**config.mk**
```make
export PLATFORM = sky130hd
export DESIGN_NAME = cordic_bus_regs_flat
export DESIGN_NICKNAME = d
export VERILOG_FILES = /design/src/rtl/cordic_pkg.sv /design/src/rtl/cordic_bus_regs_if.sv /design/src/rtl/bus_resp_slot.sv /design/src/rtl/cordic_bus_regs.sv /design/src/flat_wrapper.sv
export SDC_FILE = /design/constraint.sdc
export NUM_CORES = 1
export LEC_CHECK = 0
export BUFFER_PORTS_ARGS = -buffer_cell sky130_fd_sc_hd__buf_2
export CORE_MARGIN = 10
export CORE_UTILIZATION = 35
export DETAILED_ROUTE_END_ITERATION = 7
export SYNTH_ARGS = -nofsm -noshare
export SYNTH_HDL_FRONTEND = slang
export SYNTH_HIERARCHICAL = 1
export SYNTH_SLANG_ARGS = --single-unit
```
**constraint.sdc**
```tcl
create_clock -name clk -period 1.92 [get_ports clk]
set_input_delay 0.384 -clock clk [delete_from_list [all_inputs] [get_ports clk]]
set_output_delay 0.384 -clock clk [all_outputs]
set_load 0.03 [all_outputs]
```
**src/rtl/cordic_pkg.sv**
```systemverilog
// cordic_pkg: constants shared by the CORDIC controller and its host register bank.
//   - Register word addresses of the host-visible map.
//   - CTRL and flag bit positions (p_CNTRL_*, p_FLAG_*).
//   - STATUS bit positions and the CTRL reset word.
//   - A helper that merges a host CTRL write into the shadow word.
package cordic_pkg;

  // Host register map (word addresses)
  localparam int unsigned p_ADDR_CTRL   = 0;
  localparam int unsigned p_ADDR_X      = 1;
  localparam int unsigned p_ADDR_Y      = 2;
  localparam int unsigned p_ADDR_Z      = 3;
  localparam int unsigned p_ADDR_STATUS = 4;

  // CTRL word layout
  localparam int unsigned p_CNTRL_START    = 0;
  localparam int unsigned p_CNTRL_STOP     = 1;
  localparam int unsigned p_CNTRL_MODE     = 2;
  localparam int unsigned p_CNTRL_COORD    = 3;
  localparam int unsigned p_CNTRL_EN_LSB   = 4;
  localparam int unsigned p_CNTRL_ITER_LSB = 8;
  localparam int unsigned p_CNTRL_ITER_W   = 5;
  localparam int unsigned p_CNTRL_EN_HI    = 13;
  localparam int unsigned p_FLAG_READY     = 16;

  // STATUS word layout
  localparam int unsigned p_STATUS_IRQ       = 0;
  localparam int unsigned p_STATUS_RES_VALID = 1;

  // Ready=1, iterations=31, all enables set, Start=Stop=0
  localparam logic [31:0] p_CTRL_RESET = 32'h0001_3FF0;

  // Host CTRL write: while busy only Stop is accepted, while idle the low half is replaced.
  // The upper half always belongs to the controller.
  function automatic logic [31:0] f_ctrl_host_write(logic [31:0] i_ctrl, logic [15:0] i_wdata,
                                                    logic i_busy);
    logic [31:0] w_ctrl;
    w_ctrl = i_ctrl;
    if (i_busy) begin
      w_ctrl[p_CNTRL_STOP] = i_wdata[p_CNTRL_STOP];
    end else begin
      w_ctrl[15:0] = i_wdata;
    end
    return w_ctrl;
  endfunction

endpackage

```
**src/rtl/cordic_bus_regs_if.sv**
```systemverilog
// cordic_bus_regs_if: host request/response bus of the CORDIC register bank.
//   Request : busValid/busReady handshake with busWrite, busAddr, busWdata.
//   Response: respValid/respReady handshake with respRdata, respErr.
//   master = host side, slave = register bank side.
interface cordic_bus_regs_if #(
  parameter int unsigned p_WIDTH      = 32,
  parameter int unsigned p_ADDR_WIDTH = 3
);
  logic                    busValid;
  logic                    busReady;
  logic                    busWrite;
  logic [p_ADDR_WIDTH-1:0] busAddr;
  logic [p_WIDTH-1:0]      busWdata;
  logic                    respValid;
  logic                    respReady;
  logic [p_WIDTH-1:0]      respRdata;
  logic                    respErr;

  modport master (
    output busValid, busWrite, busAddr, busWdata, respReady,
    input  busReady, respValid, respRdata, respErr
  );

  modport slave (
    input  busValid, busWrite, busAddr, busWdata, respReady,
    output busReady, respValid, respRdata, respErr
  );
endinterface

```
**src/rtl/bus_resp_slot.sv**
```systemverilog
// bus_resp_slot: one-entry response holding register for the host bus.
//   clk, rst       : clock, asynchronous active-low reset
//   i_load         : request accepted this cycle, capture i_rdata/i_err
//   i_resp_ready   : host takes the held response
//   o_ready        : a new request may be accepted (slot empty or draining)
//   o_valid/o_rdata/o_err : held response
module bus_resp_slot #(
  parameter int unsigned p_WIDTH = 32
) (
  input  logic               clk,
  input  logic               rst,
  input  logic               i_load,
  input  logic [p_WIDTH-1:0] i_rdata,
  input  logic               i_err,
  input  logic               i_resp_ready,
  output logic               o_ready,
  output logic               o_valid,
  output logic [p_WIDTH-1:0] o_rdata,
  output logic               o_err
);

  logic               r_valid;
  logic [p_WIDTH-1:0] r_rdata;
  logic               r_err;

  // Draining and refilling in the same cycle keeps one request per cycle.
  assign o_ready = !r_valid || i_resp_ready;

  always_ff @(posedge clk or negedge rst) begin
    if (!rst) begin
      r_valid <= 1'b0;
      r_rdata <= '0;
      r_err   <= 1'b0;
    end else if (i_load) begin
      r_valid <= 1'b1;
      r_rdata <= i_rdata;
      r_err   <= i_err;
    end else if (i_resp_ready) begin
      r_valid <= 1'b0;
    end
  end

  assign o_valid = r_valid;
  assign o_rdata = r_rdata;
  assign o_err   = r_err;

endmodule

```
**src/rtl/cordic_bus_regs.sv**
```systemverilog
// cordic_bus_regs: host register bank in front of the CORDIC controller.
//   clk, rst                   : clock, asynchronous active-low reset
//   bus                        : host request/response bus (slave side)
//   controlRegisterInput       : CTRL shadow driven to the controller
//   xInput/yInput/zInput       : operands driven to the controller
//   controlRegisterOutput      : controller CTRL/flag word
//   controlRegisterWriteEnable : controller writeback strobe
//   xResult/yResult/zResult    : controller results, captured on completion
//   interrupt                  : controller one-cycle interrupt pulse
//   irq                        : sticky host interrupt, cleared by STATUS W1C
module cordic_bus_regs
  import cordic_pkg::*;
#(
  parameter int unsigned p_WIDTH      = 32,
  parameter int unsigned p_ADDR_WIDTH = 3
) (
  input  logic               clk,
  input  logic               rst,
  cordic_bus_regs_if.slave   bus,
  output logic [31:0]        controlRegisterInput,
  output logic [p_WIDTH-1:0] xInput,
  output logic [p_WIDTH-1:0] yInput,
  output logic [p_WIDTH-1:0] zInput,
  input  logic [31:0]        controlRegisterOutput,
  input  logic               controlRegisterWriteEnable,
  input  logic [p_WIDTH-1:0] xResult,
  input  logic [p_WIDTH-1:0] yResult,
  input  logic [p_WIDTH-1:0] zResult,
  input  logic               interrupt,
  output logic               irq
);

  logic [31:0]        r_ctrl;
  logic [p_WIDTH-1:0] r_x_op, r_y_op, r_z_op;
  logic [p_WIDTH-1:0] r_x_res, r_y_res, r_z_res;
  logic               r_result_valid;
  logic               r_irq_pending;

  logic               w_bus_ready;
  logic               w_accept;
  logic               w_busy;
  logic               w_completion;
  logic [31:0]        w_addr;
  logic [31:0]        w_ctrl_next;
  logic [2:0]         w_op_load;
  logic               w_irq_clr;
  logic               w_clear_rv;
  logic [p_WIDTH-1:0] w_rdata;
  logic               w_err;

  assign w_accept     = bus.busValid && w_bus_ready;
  assign w_busy       = !r_ctrl[p_FLAG_READY];
  assign w_addr       = 32'(bus.busAddr);
  // A writeback that raises Ready while we considered the controller busy marks completion.
  assign w_completion = controlRegisterWriteEnable && w_busy
                        && controlRegisterOutput[p_FLAG_READY];

  always_comb begin
    // Writeback first; a host CTRL write overlays it using the pre-update busy state.
    w_ctrl_next = controlRegisterWriteEnable ? controlRegisterOutput : r_ctrl;
    w_op_load   = 3'b000;
    w_irq_clr   = 1'b0;
    w_clear_rv  = 1'b0;
    w_rdata     = '0;
    w_err       = 1'b0;
    if (w_accept) begin
      unique case (w_addr)
        p_ADDR_CTRL: begin
          if (bus.busWrite) begin
            w_ctrl_next = f_ctrl_host_write(w_ctrl_next, bus.busWdata[15:0], w_busy);
            w_clear_rv  = !w_busy && bus.busWdata[p_CNTRL_START];
          end else begin
            w_rdata = p_WIDTH'(r_ctrl);
          end
        end
        p_ADDR_X: begin
          if (bus.busWrite) begin
            w_err        = w_busy;
            w_op_load[0] = !w_busy;
          end else begin
            w_rdata = r_x_res;
          end
        end
        p_ADDR_Y: begin
          if (bus.busWrite) begin
            w_err        = w_busy;
            w_op_load[1] = !w_busy;
          end else begin
            w_rdata = r_y_res;
          end
        end
        p_ADDR_Z: begin
          if (bus.busWrite) begin
            w_err        = w_busy;
            w_op_load[2] = !w_busy;
          end else begin
            w_rdata = r_z_res;
          end
        end
        p_ADDR_STATUS: begin
          if (bus.busWrite) begin
            w_irq_clr = bus.busWdata[p_STATUS_IRQ];
          end else begin
            w_rdata = p_WIDTH'({r_result_valid, r_irq_pending});
          end
        end
        default: w_err = 1'b1;
      endcase
    end
  end

  always_ff @(posedge clk or negedge rst) begin
    if (!rst) begin
      r_ctrl         <= p_CTRL_RESET;
      r_x_op         <= '0;
      r_y_op         <= '0;
      r_z_op         <= '0;
      r_x_res        <= '0;
      r_y_res        <= '0;
      r_z_res        <= '0;
      r_result_valid <= 1'b0;
      r_irq_pending  <= 1'b0;
    end else begin
      r_ctrl <= w_ctrl_next;
      if (w_op_load[0]) r_x_op <= bus.busWdata;
      if (w_op_load[1]) r_y_op <= bus.busWdata;
      if (w_op_load[2]) r_z_op <= bus.busWdata;
      if (w_completion) begin
        r_x_res <= xResult;
        r_y_res <= yResult;
        r_z_res <= zResult;
      end
      // Completion needs busy, a clearing Start write needs idle: never both.
      if (w_completion) begin
        r_result_valid <= 1'b1;
      end else if (w_clear_rv) begin
        r_result_valid <= 1'b0;
      end
      // A coincident interrupt pulse beats the host clear.
      if (interrupt) begin
        r_irq_pending <= 1'b1;
      end else if (w_irq_clr) begin
        r_irq_pending <= 1'b0;
      end
    end
  end

  bus_resp_slot #(
    .p_WIDTH(p_WIDTH)
  ) u_resp_slot (
    .clk          (clk),
    .rst          (rst),
    .i_load       (w_accept),
    .i_rdata      (w_rdata),
    .i_err        (w_err),
    .i_resp_ready (bus.respReady),
    .o_ready      (w_bus_ready),
    .o_valid      (bus.respValid),
    .o_rdata      (bus.respRdata),
    .o_err        (bus.respErr)
  );

  assign bus.busReady         = w_bus_ready;
  assign controlRegisterInput = r_ctrl;
  assign xInput               = r_x_op;
  assign yInput               = r_y_op;
  assign zInput               = r_z_op;
  assign irq                  = r_irq_pending;

endmodule

```
**src/flat_wrapper.sv**
```systemverilog
// flat-port wrapper written by rule: the top's interface ports become plain ports
module cordic_bus_regs_flat import cordic_pkg::*;
#(
  parameter int unsigned p_WIDTH      = 32,
  parameter int unsigned p_ADDR_WIDTH = 3
)
  (clk, rst, controlRegisterInput, xInput, yInput, zInput, controlRegisterOutput, controlRegisterWriteEnable, xResult, yResult, zResult, interrupt, irq, bus_busValid, bus_busWrite, bus_busAddr, bus_busWdata, bus_respReady, bus_busReady, bus_respValid, bus_respRdata, bus_respErr);
  cordic_bus_regs_if #(.p_WIDTH(p_WIDTH), .p_ADDR_WIDTH(p_ADDR_WIDTH)) bus_i ();
  input  logic clk;
  input  logic rst;
  output logic [31:0] controlRegisterInput;
  output logic [p_WIDTH-1:0] xInput;
  output logic [p_WIDTH-1:0] yInput;
  output logic [p_WIDTH-1:0] zInput;
  input  logic [31:0] controlRegisterOutput;
  input  logic controlRegisterWriteEnable;
  input  logic [p_WIDTH-1:0] xResult;
  input  logic [p_WIDTH-1:0] yResult;
  input  logic [p_WIDTH-1:0] zResult;
  input  logic interrupt;
  output logic irq;
  input wire logic [$bits(bus_i.busValid)-1:0] bus_busValid;
  input wire logic [$bits(bus_i.busWrite)-1:0] bus_busWrite;
  input wire logic [$bits(bus_i.busAddr)-1:0] bus_busAddr;
  input wire logic [$bits(bus_i.busWdata)-1:0] bus_busWdata;
  input wire logic [$bits(bus_i.respReady)-1:0] bus_respReady;
  output wire logic [$bits(bus_i.busReady)-1:0] bus_busReady;
  output wire logic [$bits(bus_i.respValid)-1:0] bus_respValid;
  output wire logic [$bits(bus_i.respRdata)-1:0] bus_respRdata;
  output wire logic [$bits(bus_i.respErr)-1:0] bus_respErr;
  assign bus_i.busValid = bus_busValid;
  assign bus_i.busWrite = bus_busWrite;
  assign bus_i.busAddr = bus_busAddr;
  assign bus_i.busWdata = bus_busWdata;
  assign bus_i.respReady = bus_respReady;
  assign bus_busReady = bus_i.busReady;
  assign bus_respValid = bus_i.respValid;
  assign bus_respRdata = bus_i.respRdata;
  assign bus_respErr = bus_i.respErr;
  cordic_bus_regs #(.p_WIDTH(p_WIDTH), .p_ADDR_WIDTH(p_ADDR_WIDTH)) u_core (.clk(clk), .rst(rst), .bus(bus_i), .controlRegisterInput(controlRegisterInput), .xInput(xInput), .yInput(yInput), .zInput(zInput), .controlRegisterOutput(controlRegisterOutput), .controlRegisterWriteEnable(controlRegisterWriteEnable), .xResult(xResult), .yResult(yResult), .zResult(zResult), .interrupt(interrupt), .irq(irq));
endmodule
```
==> impl_results.md <==
- Status: finished, final reports clean
- Syn Nets: roughly 900
- Setup TNS: 0 ns
- Row count: between 60 and 70
- Synthesized area: 11,200 um^2
- # Post-CTS Setup Buffers: 0
- Routed WL per cell: between 20 and 25 um
- WHS: roughly 0.028 ns
- CP cell instances: buf_2
- Period utilisation layout: between 90% and 100%
- Pwr dens: around 1100 nW/um^2
- CTS tree: built
- Gr ovfl total: 0
- First-pass GRT wire length: 50,100 um
- Top delay family on crit path: flip-flops
- Final nets: 1,259
- H-tree level count: 1
- Reg power frac: approximately 44%
- Switching pwr: about 4.6 mW
- Number of top-level pins: 334
- Register area share after synthesis: about three fifths
- Critical path type: reg -> out
- Initial Utilization: 35.5%
- Worst-path clk slew: around 0.06 ns
- Clock period minus worst slack: between 1.5 and 2 ns
- Most common cell after layout, fill and taps aside: buf_2
- Worst-margin pin slew: ~0.48 ns
- Crit path buffers/inverters: 1
- Pre-Repair DR Iteration Count: 6
- Max-slew violation count: 0
- Clk_lat worst skew: between 0.5 and 0.6 ns
- Synthesis-stage register bit count: 260
- Max_slew headroom: between 60% and 70%
- CTS buffer count: 29
- Final hold vios: 0
- Combinational power share: between 20% and 30%
- Share of layout cells above drive strength 1: a little over three fifths
- Slowest stage delay, CP: ~0.59 ns
- CP max-delay cell: dfstp_2
- Clock network power share: between 30% and 40%
- Library cells used by synthesis: 33
- Final setup violation count: 0
- Post-route ant nets: 0
- Initial antenna violation count: 9
- Largest net degree at the start of global routing: between 40 and 50
- DRT Wirelength: 32,900 um
- Max Clk Rate: approximately 0.57 GHz
- Required time of the critical path: around 1.5 ns
- Core box area: around 32,000 um^2
- Die ar.: 39,700 um^2
- P_leak: around 7.3 nW
- Startpoint Class: register
- Worst Skew: ~0.020 ns
- Worst EP arrival: 1.37 ns
- Maxcap violations: 0
- Worst IR Drop VDD: roughly 0.00075 V
- Port Buffer Count: 333
- Syn-to-layout area delta: 29.2%
- # DRC: 0
- Internal cell power: approximately 11 mW
- CTS max path bufs: 3
- Tot GR Track Use: roughly 16%
- Synth Instances: between 700 and 800
- Hold/Removal Path Class: in -> reg
- Sw frac: between 20% and 30%
- Initial DRC count: roughly 190
- Dpl hpwl: 24,100 um
- Syn_area_per_cell: approximately 15 um^2
- Final Wtd Congestion: roughly 0.75
- Synth warnings: 6
- Vias per cell: a little under 5
- Worst setup EP type: primary output
- Via count: 7,337
- Tot Pwr: between 15 and 20 mW
- Crit-path max FO: 5
- Die W: around 200 um
- RSZ-0062 raised after global routing: no
- Most frequent cells in the layout: buf_2, dfrtp_1, mux2_2, mux2i_1, mux2_4
- Vias in the first global route: 8,280
- Die height: between 150 and 200 um
- # fillers: around 2,800
- Clock root cell: clkbuf_16
- CTS Sinks: 260
[layer usage]
layer,track usage [%],vias up,part of all wire [%]
met3,5.82,52,8.7
met1,20.3,3702,42
li1,-,3348,-
met2,26.2,223,47
met5,0,-,0.21
met4,3.25,12,1.7
[final timing paths]
path	startpoint	end	slack, ns	depth (start not counted)
min in group asynchronous	rst	u_core/r_z_res[26]$_DFFE_PN0P_	0.36	2
hold / removal	interrupt	u_core/irq$_DFFE_PN0P_	0.03	2
setup reg to reg	u_core/controlRegisterInput[16]$_DFFE_PN1P_	u_core/xInput[5]$_DFFE_PN0P_	0.17	4
max in group asynchronous	rst	u_core/controlRegisterInput[12]$_DFF_PN1_	0.88	3
setup / recovery	u_core/controlRegisterInput[16]$_DFFE_PN1P_	controlRegisterInput[16]	0.17	1
hold reg to reg	u_core/yInput[16]$_DFFE_PN0P_	u_core/yInput[16]$_DFFE_PN0P_	0.50	1
[cell families after synthesis]
group                  synth area share [%]
multiplexers                           34.2
buffers and inverters                  2.68
AND/OR/NAND/NOR                        2.31
AO/OA/AOI/OAI                          2.75
flip-flops                             58.0
[cells in the mapped netlist, drive strengths merged]
library cell / instances / area, um^2
or2: 1 / 6.26
nor3b: 2 / 15.0
a21o: 1 / 7.51
dfrtp: 249 / 6230
o21ai: 3 / 15.0
buf: 25 / 196
dfstp: 11 / 289
clkbuf: 25 / 93.8
o22a: 30 / 263
nand2b: 3 / 18.8
or3: 2 / 12.5
and2: 1 / 6.26
nor2: 30 / 113
mux2i: 62 / 621
and4: 1 / 8.76
inv: 3 / 11.3
or4: 1 / 7.51
nor3: 1 / 5.00
nand3b: 3 / 22.5
nand2: 2 / 7.51
mux2: 270 / 3180
nand3: 3 / 15.0
a21oi: 3 / 15.0
nor2b: 1 / 6.26
nand4: 1 / 6.26
nand4b: 1 / 8.76
a2bb2oi: 1 / 8.76
mux4: 2 / 45.0
[state kept, by name, indices dropped and copies added (netlist names)]
register                     flops
u_core/u_resp_slot/o_err         1
u_core/irq                       1
u_core/controlRegisterInput     32
u_core/r_result_valid            1
u_core/r_y_res                  32
u_core/u_resp_slot/o_rdata      32
u_core/r_z_res                  32
u_core/u_resp_slot/o_valid       1
u_core/yInput                   32
u_core/zInput                   32
u_core/xInput                   32
u_core/r_x_res                  32
[power by group through the flow]
stage          Combinational, mW  Sequential, mW  Clock (mW)
6_report                    3.41            6.86        5.47
5_1_grt                     3.68            6.97        5.87
3_5_place_dp                3.47            6.95           0
4_1_cts                     3.48            6.86        5.65
3_3_place_gp                3.43            6.92           0
2_1_floorplan               1.35            7.77           0
[layout make-up]
class,instances,area (um^2),area share (%)
Sequential cell,260,6520,44.9
Antenna cell,4,10.0,0.0689
Multi-Input combinational cell,425,4440,30.6
Clock inverter,6,83.8,0.577
Timing Repair Buffer,370,2110,14.5
Tap cell,402,503,3.46
Inverter,3,11.3,0.0776
Clock buffer,45,846,5.83
[stage by stage]
stage	utilization, %	setup WS, ns	instance area (um^2)	std cells
final	45.9	0.166	14500	1515
after global placement	42.9	0.0612	13600	1459
after detailed placement	42.9	0.0354	13600	1459
after global routing	45.9	0.0846	14500	1512
after floorplan	-	0.000514	11200	738
after CTS	45.9	0.137	14500	1511
[timing repair]
item	4_1_cts	5_1_grt
resized for setup	0	0
hold buffers	1	0
endpoints found under the hold margin	35	0
endpoints found under the setup margin	0	0
Power figures use the tool's default switching activity.
